--- config.mk ---
export PLATFORM = sky130hd
export DESIGN_NAME = uart_rx
export DESIGN_NICKNAME = d
export VERILOG_FILES = /design/src/rtl/uart_rx.sv
export SDC_FILE = /design/constraint.sdc
export NUM_CORES = 1
export LEC_CHECK = 0
export ABC_AREA = 1
export CORE_AREA = 8 8 76 78
export CTS_CLUSTER_SIZE = 16
export DETAILED_ROUTE_END_ITERATION = 12
export DIE_AREA = 0 0 84 86
export GPL_ROUTABILITY_DRIVEN = 0
export SYNTH_ARGS = -nofsm -noshare
export SYNTH_HDL_FRONTEND = slang
export SYNTH_SLANG_ARGS = --single-unit
--- constraint.sdc ---
create_clock -name clk -period 3.8 [get_ports clk]
set_clock_uncertainty 0.1 [all_clocks]
set_input_delay 1.14 -clock clk [delete_from_list [all_inputs] [get_ports clk]]
set_output_delay 1.14 -clock clk [all_outputs]
set_load 0.02 [all_outputs]
--- src/rtl/uart_rx.sv ---
`default_nettype none
// ============================================================================
// Module : uart_rx
// Serial byte receiver: two-flop synchronizer, mid-bit sampling FSM and a
// one-byte valid/ready holding register with framing/overrun error pulses.
// Rev    : 1.0
// ============================================================================
module uart_rx #(
    parameter int CLKS_PER_BIT = 16,
    parameter bit MSB_FIRST    = 1'b1
) (
    input  logic       clk,
    input  logic       rst_n,
    input  logic       uartrx,
    input  logic       rx_ready,
    output logic [7:0] rx_data,
    output logic       rx_valid,
    output logic       rx_busy,
    output logic       frame_err,
    output logic       overrun_err
);

    localparam int               c_cnt_w     = $clog2(CLKS_PER_BIT);
    localparam int               c_half      = CLKS_PER_BIT / 2;
    localparam logic [c_cnt_w-1:0] c_half_last = c_cnt_w'(c_half - 1);
    localparam logic [c_cnt_w-1:0] c_bit_last  = c_cnt_w'(CLKS_PER_BIT - 1);

    typedef enum logic [2:0] {
        S_IDLE  = 3'd0,
        S_START = 3'd1,
        S_DATA  = 3'd2,
        S_STOP  = 3'd3,
        S_BREAK = 3'd4
    } state_t;

    state_t               state_q, state_d;
    logic                 s1_q, s1_d;
    logic                 s2_q, s2_d;
    logic [c_cnt_w-1:0]   cnt_q, cnt_d;
    logic [2:0]           idx_q, idx_d;
    logic [7:0]           shift_q, shift_d;
    logic [7:0]           data_q, data_d;
    logic                 valid_q, valid_d;
    logic                 frame_err_q, frame_err_d;
    logic                 overrun_err_q, overrun_err_d;
    logic [7:0]           w_shift_in;

    // The first bit received must end up in bit 7 (MSB-first) or bit 0.
    generate
        if (MSB_FIRST) begin : g_msb_first
            assign w_shift_in = {shift_q[6:0], s2_q};
        end else begin : g_lsb_first
            assign w_shift_in = {s2_q, shift_q[7:1]};
        end
    endgenerate

    always_ff @(posedge clk) begin
        if (!rst_n) begin
            state_q       <= S_IDLE;
            s1_q          <= 1'b1;
            s2_q          <= 1'b1;
            cnt_q         <= '0;
            idx_q         <= '0;
            shift_q       <= '0;
            data_q        <= '0;
            valid_q       <= 1'b0;
            frame_err_q   <= 1'b0;
            overrun_err_q <= 1'b0;
        end else begin
            state_q       <= state_d;
            s1_q          <= s1_d;
            s2_q          <= s2_d;
            cnt_q         <= cnt_d;
            idx_q         <= idx_d;
            shift_q       <= shift_d;
            data_q        <= data_d;
            valid_q       <= valid_d;
            frame_err_q   <= frame_err_d;
            overrun_err_q <= overrun_err_d;
        end
    end

    always_comb begin
        state_d       = state_q;
        s1_d          = uartrx;
        s2_d          = s1_q;
        cnt_d         = cnt_q;
        idx_d         = idx_q;
        shift_d       = shift_q;
        data_d        = data_q;
        valid_d       = valid_q;
        frame_err_d   = 1'b0;
        overrun_err_d = 1'b0;

        if (valid_q && rx_ready) begin
            valid_d = 1'b0;
        end

        case (state_q)
            S_IDLE: begin
                if (!s2_q) begin
                    state_d = S_START;
                    cnt_d   = '0;
                end
            end
            S_START: begin
                if (cnt_q == c_half_last) begin
                    cnt_d = '0;
                    idx_d = '0;
                    state_d = s2_q ? S_IDLE : S_DATA;
                end else begin
                    cnt_d = cnt_q + 1'b1;
                end
            end
            S_DATA: begin
                if (cnt_q == c_bit_last) begin
                    shift_d = w_shift_in;
                    cnt_d   = '0;
                    idx_d   = idx_q + 3'd1;
                    if (idx_q == 3'd7) begin
                        state_d = S_STOP;
                    end
                end else begin
                    cnt_d = cnt_q + 1'b1;
                end
            end
            S_STOP: begin
                if (cnt_q == c_bit_last) begin
                    cnt_d = '0;
                    if (s2_q) begin
                        state_d = S_IDLE;
                        // A same-cycle accept frees the register, so the load wins.
                        if (!valid_q || rx_ready) begin
                            data_d  = shift_q;
                            valid_d = 1'b1;
                        end else begin
                            overrun_err_d = 1'b1;
                        end
                    end else begin
                        frame_err_d = 1'b1;
                        state_d     = S_BREAK;
                    end
                end else begin
                    cnt_d = cnt_q + 1'b1;
                end
            end
            S_BREAK: begin
                if (s2_q) begin
                    state_d = S_IDLE;
                end
            end
            default: begin
                state_d = S_IDLE;
            end
        endcase
    end

    assign rx_data     = data_q;
    assign rx_valid    = valid_q;
    assign rx_busy     = (state_q != S_IDLE);
    assign frame_err   = frame_err_q;
    assign overrun_err = overrun_err_q;

endmodule
`default_nettype wire

== Word-level counts from Yosys, hierarchy flattened ==
Cells that the tools add are included.
Storage, ports and cells
  register bits after elaboration: 31
  bits in latches: 0
  RAM bits: 0
  ROM bits: 0
  input bits: 4
  logic and storage cells: 63
  memories: 0
Operators by class
  add/subtract/negate cells: 2
  $mul: 0
  divide/modulo/power cells: 0
  $lt $le $gt $ge: 0
  equality and inequality tests: 13
  shift-type cells: 0
  muxes and demuxes: 23
  bitwise gates (word level): 0
  reductions and logical operators: 15
Operator list (number)
  2-to-1 mux 3 bit: 9
  case mux 3 bit (5 select lines): 1
  2-to-1 mux 4 bit: 3
  != test 2 bit, second input constant: 6
  case mux 4 bit (3 select lines): 1
  AND reduction 4 bit: 2
  2-to-1 mux 1 bit: 7
  equality test 3 x 2 -> 1 bit, second input constant: 2
  equality test 3 bit, second input constant: 2
  case mux 3 bit (2 select lines): 1
  AND reduction 3 bit: 2
  AND reduction 6 bit: 1
  nonzero test 3 bit: 2
  adder 4 x 1 -> 4 bit, second input constant: 1
  equality test 4 x 3 -> 1 bit, second input constant: 1
  equality test 4 bit, second input constant: 1
  AND reduction 2 bit: 2
  adder 3 x 1 -> 3 bit, second input constant: 1
  equality test 3 x 1 -> 1 bit, second input constant: 1
  logical NOT 3 bit: 1
  2-to-1 mux 2 bit: 1
  nonzero test 2 bit: 1
  OR reduction 2 bit: 1
  logical AND 1 bit: 1
  2 further kinds: 2

== Longest topological paths before layout ==
  depth in word-level cells: 6
  gate-level depth with buffers: 9
  gate-level depth less buffers: 9

== Worst setup path before layout ==
OpenSTA, ideal clock, no wires.
  path type: register to output
  start point: reg state_q[0]
  end point: out rx_busy
  data arrival time: 758 ps
  required time: 2560 ps
  path slack: 1802 ps
  cell stages (with the launch flop): 3
  cells stage by stage: dfxtp_1 -> nor2_1 -> nand2_1
On the way
  word-level cells in the longest chain between the ends: 1
RTL lines
  from (decl): RTL line 36  | state_t state_q, state_d;
  from (signal assigned): RTL line 70  | state_q <= state_d;
  nonzero test 3 bit: RTL line 160  | assign rx_busy = (state_q != S_IDLE);
  to (decl): RTL line 18  | output logic rx_busy,
Every way passes these cells.

== Worst setup path in the final report ==
Ends and elaborated chain as after synthesis.

==> flow_metrics.py <==
metrics = {
    "yosys": {
        "syn_nets": 190,
        "synth-seq-cells": 31,
        "ys_warn_count": 0,
        "postSynthCellCount": 183,
        "syn-cell-area_um2": 1330,
        "syn_area_per_cell_um2": 7.26,
        "synth_seq_area_share_pct": 46.7,
        "synth_cell_types": 25,
    },
    "power_and_ir_drop": {
        "cellLeakagePower_nw": 0.718,
        "powerDensity_nw_per_um2": 604,
        "power.total_mw": 1.00,
        "peakVddDrop_v": 0.000184,
    },
    "timing": {
        "slew_headroom_pct": 78.5,
        "setup_slack_ns": 0.984,
        "fmaxAchievable_mhz": 355,
        "rsz0062_at_grt": "no",
        "finalCritPeriodShare_pct": 74.1,
        "slew_viol_final": 0,
        "period_needed_ns": 2.82,
        "hold_viol": 0,
        "tightestPinTransition_ns": 0.321,
        "fin_tns_setup_ns": 0,
        "setup_viol_count_final": 0,
    },
    "routing": {
        "num_vias": 1162,
        "ant_nets": 0,
        "first_pass_iters": 4,
        "first_iter_violations": 124,
        "wl_per_cell_um": 10.2,
        "drc": 0,
        "viasPerCell": 4.49,
        "finalWirelength_um": 2640,
    },
    "floorplanning": {
        "rows": 25,
        "dieArea_um2": 7220,
        "initial_utilization_pct": 28.9,
        "num_io_pins": 16,
        "core_area_um2": 4600,
        "fp.dieH_um": 86,
        "fp.dieW_um": 84,
    },
    "finish": {
        "regArea_um2": 621,
        "drive_gt1_share_pct": 13.2,
        "fin_util_pct": 36.2,
        "syn_to_final_growth_pct": 25.1,
        "fin_nets": 211,
        "antenna_cells": 0,
        "multiInputGateArea_um2": 616,
        "fillers": 487,
    },
    "hold_path": {
        "hold_path.class": "reg2reg",
        "hp-start": "s1_q",
        "hold_depth": 1,
        "holdPathEnd": "s2_q",
    },
    "grt": {
        "grt_pass1_wl_um": 4760,
        "grt_max_degree": 25,
        "grt_pass1_vias": 1073,
        "antenna_found_initial": 0,
        "overflow": 0,
        "grt.total_usage_pct": 7.97,
    },
    "critical_path": {
        "worstPathArrival_ns": 1.58,
        "r2r_setup_slack_ns": 2.19,
        "path_max_fanout": 6,
        "worst_setup_path_start_kind": "register",
        "r2r-start": "cnt_q[0]",
        "critical_path_required_ns": 2.56,
        "rr_endpoint": "rx_data[0]",
        "critPathKind": "reg2out",
        "startpoint": "state_q[0]",
        "cp-end-kind": "primary output",
        "rr_worst_depth": 6,
    },
    "clock_network": {
        "cts_root_buffer": "clkbuf_8",
        "clk_pin_slew_ns": 0.07,
        "htreeDepth": 2,
        "cts_inserted_buffers": 5,
        "cts_resized": 0,
        "post_cts_buffers": 0,
        "cts_buffer_depth": 2,
        "cts_hold_buf": 0,
        "clock_sinks": 31,
        "cts_tree": "done",
        "insertion_delay_ns": 0.28,
    },
    "placed_design": {
        "hpwl_um": 1930,
        "pre_cts_ws_ns": 1.28,
        "io_buffer_count": 15,
    },
    "flow_run": {
        "drv_cap": 0,
    },
    "run_status": {
        "outcome": "finished, final reports clean",
    },
}
Yosys cell counts (all sizes together):
cell	count	area [µm²]
a21oi	7	35.0
a31o	1	8.76
buf	1	5.00
clkbuf	1	3.75
clkinv	1	8.76
dfxtp	31	621
ha	3	37.5
inv	20	75.1
nand2	26	120
nand3	11	60.1
nand3b	1	7.51
nand4	1	6.26
nor2	54	208
nor3	1	5.00
nor4	1	6.26
o21ai	19	95.1
o21bai	1	7.51
or2	3	18.8
routing by layer:
layer / vias to the layer above / GRT usage [%] / wire [µm]
li1: 623 / - / -
met1: 517 / 9.41 / 1240
met2: 19 / 12.0 / 1190
met3: 3 / 4.17 / 175
met4: 0 / 2.83 / 29
met5: - / 0 / 0
kinds of logic (layout without fill, tap and decap cells):
family,count (synthesis),count (layout),share of synthesized area (%)
AND/OR/NAND/NOR,98,98,32.5
buffers and inverters,23,45,6.97
AO/OA/AOI/OAI,28,28,11.0
flip-flops,31,31,46.7
adder cells (fa/ha/maj),3,3,2.83
power by group:
group	leakage [nW]	switching [mW]	internal (mW)
registers	0.251	0.0318	0.355
logic	0.405	0.179	0.103
clock network	0.0612	0.124	0.212
total	0.718	0.335	0.670
sequential cells by signal, indices dropped and copies added, names as in the netlist, 3 cells and up:
name,count
rx_data,8
shift_q,8
cnt_q,4
idx_q,3
state_q,3
worst max-delay path, stage by stage, from the launching register on:
cell and delay [ns]:
dfxtp_1 0.37, nor2_1 0.30, nand2_1 0.08, clkdlybuf4s50_1 0.55
worst max-delay path by stage:
| stage | end | slack (ns) | cells after the start |
|---|---|---|---|
| 2_1_floorplan | rx_busy | 1.80 | 2 |
| 3_3_place_gp | s1_q | 1.29 | 4 |
| 3_5_place_dp | s1_q | 1.28 | 4 |
| 4_1_cts | rx_busy | 0.98 | 3 |
| 5_1_grt | rx_busy | 0.92 | 3 |
| 6_report | rx_busy | 0.98 | 3 |
stage by stage:
step | instance area, µm² | hold WS (ns) | std cells
2_1_floorplan | 1330 | 0.293 | 183
3_3_place_gp | 1550 | 0.297 | 251
3_5_place_dp | 1550 | 0.300 | 251
4_1_cts | 1660 | 0.321 | 259
5_1_grt | 1660 | 0.370 | 259
6_report | 1660 | 0.318 | 259
layout by cell type (no fill, tap or decap):
cell type	Yosys	routed
inv_2	4	4
nand3_2	1	1
clkinv_4	1	1
bufinv_16	0	1
a21oi_1	7	7
nand2_2	6	6
buf_4	0	1
nand3b_1	1	1
or2_2	2	2
o21ai_1	1	1
nand2_1	19	19
nor2_1	52	52
nand2_4	1	1
a31o_2	1	1
inv_1	16	16
nand4_1	1	1
ha_1	3	3
o21ai_0	18	18
o21bai_1	1	1
nor3_1	1	1
clkdlybuf4s50_1	0	15
or2_1	1	1
nand3_1	10	10
clkinv_2	0	1
clkbuf_8	0	6
nor2_2	2	2
dfxtp_1	31	31
nor4_1	1	1
final cells by class:
cell class	count	area share, %
clock buffer	6	4.97
clock inverter	2	2.11
inverter	21	5.04
multi-input combinational	129	37.0
sequential	31	37.3
tap	54	4.06
timing repair buffer	16	9.48
Power figures use the tool's default switching activity.
